## src/rtl/mem_arbiter.sv

```systemverilog
// Arbitrates IF/LS onto one memory port, one transaction at a time; accept-to-response is 4 cycles minimum, no back-to-back accepts.
// Request channels are valid/ready (ready only in IDLE); response pulses have no backpressure. ARB_ROUND_ROBIN_EN selects round-robin over fixed LS priority.
module mem_arbiter #(
  parameter int ADDR_W = 64,
  parameter int DATA_W = 64
) (
  input  logic                clock,
  input  logic                reset,
  input  logic                if_req_valid,
  output logic                if_req_ready,
  input  logic [ADDR_W-1:0]   if_req_addr,
  output logic                if_resp_valid,
  output logic [DATA_W-1:0]   if_resp_data,
  input  logic                ls_req_valid,
  output logic                ls_req_ready,
  input  logic [ADDR_W-1:0]   ls_req_addr,
  input  logic                ls_req_wen,
  input  logic [DATA_W-1:0]   ls_req_wdata,
  input  logic [DATA_W/8-1:0] ls_req_wmask,
  output logic                ls_resp_valid,
  output logic [DATA_W-1:0]   ls_resp_data,
  output logic                mem_req_valid,
  input  logic                mem_req_ready,
  output logic [ADDR_W-1:0]   mem_req_addr,
  output logic                mem_req_wen,
  output logic [DATA_W-1:0]   mem_req_wdata,
  output logic [DATA_W/8-1:0] mem_req_wmask,
  input  logic                mem_resp_valid,
  input  logic [DATA_W-1:0]   mem_resp_data,
  output logic                busy
);

  typedef enum logic [1:0] {IDLE, REQ, WAIT, RESP} state_t;
  localparam logic OWN_IF = 1'b0;
  localparam logic OWN_LS = 1'b1;

  state_t                state, state_nxt;
  logic                  owner;
  logic [ADDR_W-1:0]     addr_q;
  logic                  wen_q;
  logic [DATA_W-1:0]     wdata_q;
  logic [DATA_W/8-1:0]   wmask_q;
  logic [DATA_W-1:0]     rdata_q;
  logic                  grant_if, grant_ls;
  logic                  accept;

`ifdef ARB_ROUND_ROBIN_EN
  logic last_grant;

  always_ff @(posedge clock) begin
    if (!reset)
      last_grant <= OWN_LS;
    else if (accept)
      last_grant <= grant_ls;
  end

  // On contention the requester not granted last time wins.
  always_comb begin
    grant_ls = ls_req_valid && (!if_req_valid || (last_grant == OWN_IF));
    grant_if = if_req_valid && !grant_ls;
  end
`else
  always_comb begin
    grant_ls = ls_req_valid;
    grant_if = if_req_valid && !ls_req_valid;
  end
`endif

  // Gated by reset so no ready is offered while reset is held.
  assign accept = reset && (state == IDLE) && (if_req_valid || ls_req_valid);

  always_ff @(posedge clock) begin
    if (!reset)
      state <= IDLE;
    else
      state <= state_nxt;
  end

  always_comb begin
    state_nxt = state;
    case (state)
      IDLE:    if (accept) state_nxt = REQ;
      REQ:     if (mem_req_ready) state_nxt = WAIT;
      WAIT:    if (mem_resp_valid) state_nxt = RESP;
      RESP:    state_nxt = IDLE;
      default: state_nxt = IDLE;
    endcase
  end

  always_comb begin
    if_req_ready  = accept && grant_if;
    ls_req_ready  = accept && grant_ls;
    mem_req_valid = (state == REQ);
    if_resp_valid = (state == RESP) && (owner == OWN_IF);
    ls_resp_valid = (state == RESP) && (owner == OWN_LS);
    busy          = (state != IDLE);
  end

  always_ff @(posedge clock) begin
    if (!reset) begin
      owner   <= OWN_IF;
      addr_q  <= '0;
      wen_q   <= 1'b0;
      wdata_q <= '0;
      wmask_q <= '0;
      rdata_q <= '0;
    end else begin
      if (accept) begin
        owner   <= grant_ls ? OWN_LS : OWN_IF;
        addr_q  <= grant_ls ? ls_req_addr : if_req_addr;
        wen_q   <= grant_ls && ls_req_wen;
        wdata_q <= grant_ls ? ls_req_wdata : '0;
        wmask_q <= grant_ls ? ls_req_wmask : '0;
      end
      // Responses arriving outside WAIT are dropped.
      if ((state == WAIT) && mem_resp_valid)
        rdata_q <= mem_resp_data;
    end
  end

  assign mem_req_addr  = addr_q;
  assign mem_req_wen   = wen_q;
  assign mem_req_wdata = wdata_q;
  assign mem_req_wmask = wmask_q;
  assign if_resp_data  = rdata_q;
  assign ls_resp_data  = rdata_q;

endmodule

```

## config.mk

```make
export PLATFORM = sky130hd
export DESIGN_NAME = mem_arbiter
export DESIGN_NICKNAME = d
export VERILOG_FILES = /design/src/rtl/mem_arbiter.sv
export SDC_FILE = /design/constraint.sdc
export NUM_CORES = 1
export LEC_CHECK = 0
export ABC_CLOCK_PERIOD_IN_PS = 1900
export CAP_MARGIN = 20
export CORE_AREA = 2 2 213 215
export CTS_BUF_LIST = sky130_fd_sc_hd__clkbuf_4 sky130_fd_sc_hd__clkbuf_8
export CTS_CLUSTER_SIZE = 12
export DETAILED_ROUTE_END_ITERATION = 10
export DIE_AREA = 0 0 215 217
export GPL_ROUTABILITY_DRIVEN = 0
export PLACE_DENSITY = 0.58
export SKIP_CTS_REPAIR_TIMING = 1
export SYNTH_ARGS = -nofsm -noshare
export SYNTH_HDL_FRONTEND = slang
export SYNTH_SLANG_ARGS = --single-unit
```

## constraint.sdc

```tcl
create_clock -name clock -period 1.9 [get_ports clock]
set_input_delay 0.38 -clock clock [delete_from_list [all_inputs] [get_ports clock]]
set_output_delay 0.38 -clock clock [all_outputs]
set_load 0.02 [all_outputs]
```

Yosys cells after proc, flatten, opt, wreduce, memory -nomap -nowiden --
Index checks and enable logic that the tools add are counted.
Storage, ports and cells: flip-flop bits (word level) 204, latch bits 0, RAM bits 0, bits in read-only memories 0, bits of input ports 271, output and inout bits 271, word-level logic and storage cells 36, memories 0
Cells by class: $add $sub $neg 0, multipliers 0, divide/modulo/power cells 0, magnitude comparators 0, eq/ne operators 6, shifts and indexed selects 0, muxes and demuxes 8, bitwise operators 1, reductions and logical operators 14
Operators by type and width (number):
- 64-bit two-way mux | 2
- 1-bit logical AND | 9
- 8-bit two-way mux | 1
- 2-bit case mux with 4 select lines | 1
- 2-bit two-way mux | 3
- 2-bit equality test, second input constant | 2
- 2-bit != test, second input constant | 2
- 3-bit AND reduction | 1
- 2-bit by 1-bit equality test with 1-bit output, second input constant | 1
- 2-bit logical NOT | 1
- 2-bit by 1-bit != test with 1-bit output, second input constant | 1
- 2-bit nonzero test | 1
- 1-bit logical NOT | 1
- 1-bit logical OR | 1
- 1-bit two-way mux | 1
- 1-bit NOT | 1

Depth between registers and ports, before layout --
Gate-level depths: netlist (run 1).
word-level depth 5, depth in mapped cells 7, gate-level depth less buffers 5

Worst setup path after synthesis (run 1) --
No wires, ideal clock.
path kind flip-flop to output port, from register state[0], to output port ls_req_ready, arrival 1.116 ns, data required time 1.520 ns, setup slack 0.404 ns, stages on the path, launching flop included 5, buffers on the path 1, cells stage by stage dfxtp_1 > inv_1 > ha_1 > and3_1 > buf_2
Between the ends: cells in the longest elaborated chain, start to end 4
Ends and longest elaborated chain:
- from (decl) | RTL line 37 | state_t state, state_nxt;
- from (signal assigned) | RTL line 76 | state <= state_nxt;
- 2-bit logical NOT | RTL line 70 | assign accept = reset && (state == IDLE) && (if_req_valid || ls_req_valid);
- 1-bit logical AND (2 in series) | RTL line 70
- 1-bit logical AND | RTL line 92 | ls_req_ready = accept && grant_ls;
- to (decl) | RTL line 15 | output logic ls_req_ready,
Every way passes these cells.

Worst setup path in the final report (run 1) --
from register state[1], to output port ls_resp_valid
Between the ends: cells in the longest elaborated chain, start to end 2
Ends and longest elaborated chain:
- 2-bit equality test | RTL line 95 | ls_resp_valid = (state == RESP) && (owner == OWN_LS);
- 1-bit logical AND | RTL line 95
- to (decl) | RTL line 20 | output logic ls_resp_valid,
Every way passes these cells.

==> results.tsv, run 1 <==
metric	value	unit
run status	completed	
cells after synthesis	899	
total detailed-routing wirelength	31500	µm
global-route wire length before repair	45300	µm
clock root cell	sky130_fd_sc_hd__clkbuf_8	
fin. max-slew vios	0	
DR iter-0 viols	386	
Syn-to-layout area delta	81.6	%
cell-by-cell listing of the critical path	buf_4, ha_4, and2_1, buf_6	
period utilisation layout	0.970	
IO Count	542	
clock tree sinks	204	
first-pass detailed-route iteration total	4	
post-synthesis cell type count	25	
Starting Density	0.195	
areal power density over the cells	959	nW/µm²
aggregate negative setup slack	0	ps
initial antenna violation count	0	
# H-tree levels	2	
type of the tightest min-delay check	in2reg	
Detailed Place HPWL	22700	µm
Tightest Pin Transition	486	ps
Cells after DPL	1937	
die span in y	217	µm
Reg2Reg Setup Slack	220	ps
endpoint of the worst hold-timing path	owner	
Site Rows	78	
number of warnings issued by yosys	0	
# nets final	1653	
cell with the largest stage delay on the worst path	sky130_fd_sc_hd__dfxtp_2	
CTS tree	yes	
vias in the first global route	7924	
LEAKAGE	0.0107	µW
Mapped Area	8710	µm²
total power	15200	µW
number of buffers inserted during clock tree synthesis	38	
routed len/inst	15.7	µm
Worst R2R Start	state[0]	
diode insertion count for antenna repair	0	
kind of end point of the critical path	output port	
total routing usage reported by global routing	0.125	
Worst Reg-to-Reg Cells	8	
worst slew slack as a fraction of its limit	0.676	
final critical-path required period	1840	ps
worst endpoint required time	1520	ps
die outline area	46700	µm²
Max Clock Freq	543	MHz
Port Buffer Count	541	
Slowest Stage Delay on Critical Path	330	ps
DR vias	8115	
startpoint of the tightest hold check path	reset	
number of buffers between clock root and the deepest sink	3	
Core Area	44700	µm²
clk_lat worst skew	560	ps
Critical Path AT	1460	ps
fraction of the yosys area taken by sequential cells	0.469	
pin count of the biggest net entering global routing	113	
cell depth of the worst hold path	3	
count of endpoints failing hold in the final timing report	0	
number of vias per cell	4.05	
RSZ-0062 raised after global routing	yes	
number of non-filler instances in the completed layout	2004	
number of nets still failing antenna checks after routing	0	
post-detailed-route DRC marker count	0	
R2R Path End	if_resp_data[45]	
final count of negative-setup-slack endpoints	0	
share of final-layout standard cells stronger than drive strength 1	0.0876	
synthesized flop and latch total	204	
Fin Clk Skew	10.9	ps
startpoint types	flop	
maximum fanout encountered on the critical timing path	3	
syn nets	1174	
Remaining Overflow, GRT	0	
Peak supply drop	448	µV
horizontal extent of the die	215	µm
max-capacitance violation count	0	
clock-pin slew on the worst setup and hold paths	60	ps
Avg Synthesized Cell Area	9.69	µm²
worst setup path category	reg2out	
## per-layer routing
metal	track usage	part of all wire	routed length, µm
met1	0.135	0.39	12200
met3	0.0449	0.087	2750
met4	0.0439	0.025	799
met2	0.223	0.50	15800
met5	0	0	0
## how the worst max path moves through the flow
stage	start	to	slack [ps]	cells past startpoint
final	state[1]	ls_resp_valid	60	4
after global routing	state[1]	busy	-40	5
after CTS	state[0]	busy	-620	5
after detailed placement	if_req_valid	if_req_ready	-190	3
after global placement	if_req_valid	if_req_ready	-190	3
after floorplan	state[0]	ls_req_ready	400	4
## critical path: cells and delay by family, from the launching register on
kind | cells | cell delay (ps)
adders and majority gates | 1 | 160
and+or+nand+nor | 1 | 160
DFF | 1 | 330
buffers and inverters | 2 | 280
## state kept, by name, summed over array words and instances, names as in the netlist
register and cells:
state 2, if_resp_data 64, mem_req_wmask 8, mem_req_wdata 64, mem_req_wen 1, mem_req_addr 64
owner 1
## synthesized netlist by cell type
master	n	area, µm²
sky130_fd_sc_hd__buf_4	69	518
sky130_fd_sc_hd__o31ai_1	1	7.51
sky130_fd_sc_hd__nor3b_1	1	7.51
sky130_fd_sc_hd__nand2_1	195	732
sky130_fd_sc_hd__mux2i_1	65	651
sky130_fd_sc_hd__ha_1	4	50.1
sky130_fd_sc_hd__o211a_1	65	651
sky130_fd_sc_hd__buf_1	1	3.75
sky130_fd_sc_hd__and3_1	1	6.26
sky130_fd_sc_hd__and4b_1	1	10.0
sky130_fd_sc_hd__clkbuf_1	21	78.8
sky130_fd_sc_hd__inv_1	4	15.0
sky130_fd_sc_hd__o211ai_2	1	12.5
sky130_fd_sc_hd__a21oi_1	1	5.00
sky130_fd_sc_hd__a22oi_1	73	548
sky130_fd_sc_hd__and2_1	2	12.5
sky130_fd_sc_hd__buf_2	28	140
sky130_fd_sc_hd__nor2_1	2	7.51
sky130_fd_sc_hd__a221o_1	1	10.0
sky130_fd_sc_hd__clkbuf_4	2	15.0
sky130_fd_sc_hd__dfxtp_1	204	4080
sky130_fd_sc_hd__buf_6	17	191
sky130_fd_sc_hd__nor2b_1	75	469
sky130_fd_sc_hd__a21boi_0	64	480
sky130_fd_sc_hd__a221oi_1	1	8.76
## metrics by stage
stage,hold WS (ps),utilization,worst slack [ps],instance area [µm²]
5_1_grt,271,0.354,-37.3,15800
3_5_place_dp,471,0.320,-191,14300
3_3_place_gp,464,0.320,-193,14300
4_1_cts,210,0.338,-619,15100
2_1_floorplan,468,-,404,8710
6_report,304,0.354,57.8,15800
## cells by family after synthesis
logic type	after synthesis	synth area share
AO/OA/AOI/OAI	207	0.198
adder cells (fa/ha/maj)	4	0.00574
buffers and inverters	142	0.110
flip-flops	204	0.469
multiplexers	65	0.0747
AND/OR/NAND/NOR	277	0.143
## layout make-up
cell class	instances	area (µm²)
Sequential cell	204	4090
Inverter	4	17.5
Clock buffer	59	718
Multi-Input combinational cell	553	3730
Timing Repair Buffer	577	6460
Fill cell	4556	28900
Tap cell	600	751
Clock inverter	7	62.6
## where the power goes
| group | internal [µW] | switching [µW] | total [µW] | leakage [µW] |
|---|---|---|---|---|
| registers | 4950 | 381 | 5330 | 0.00167 |
| clock network | 2530 | 1870 | 4400 | 0.000419 |
| logic | 2640 | 2810 | 5450 | 0.00861 |
| total | 10100 | 5050 | 15200 | 0.0107 |
## placed cells by master (no fill, tap or decap), types with 3 or more instances in the layout
master / instances
sky130_fd_sc_hd__dfxtp_1: 202
sky130_fd_sc_hd__clkinv_2: 5
sky130_fd_sc_hd__mux2i_1: 65
sky130_fd_sc_hd__o211a_1: 64
sky130_fd_sc_hd__a22oi_1: 73
sky130_fd_sc_hd__clkdlybuf4s50_1: 268
sky130_fd_sc_hd__buf_6: 5
sky130_fd_sc_hd__a21boi_0: 64
sky130_fd_sc_hd__buf_4: 29
sky130_fd_sc_hd__dlymetal6s2s_1: 265
sky130_fd_sc_hd__ha_4: 3
sky130_fd_sc_hd__nor2b_1: 74
sky130_fd_sc_hd__nand2_1: 194
sky130_fd_sc_hd__clkbuf_4: 16
sky130_fd_sc_hd__buf_12: 9
sky130_fd_sc_hd__clkbuf_8: 44
No activity file was read; power rests on OpenSTA's default activity.
==> inputs of run 2 (changes only) <==
TNS_END_PERCENT = 50   (was unset)
==> results of run 2 <==
Same layout as run 1: the final DEF is identical, and so are final timing and power.
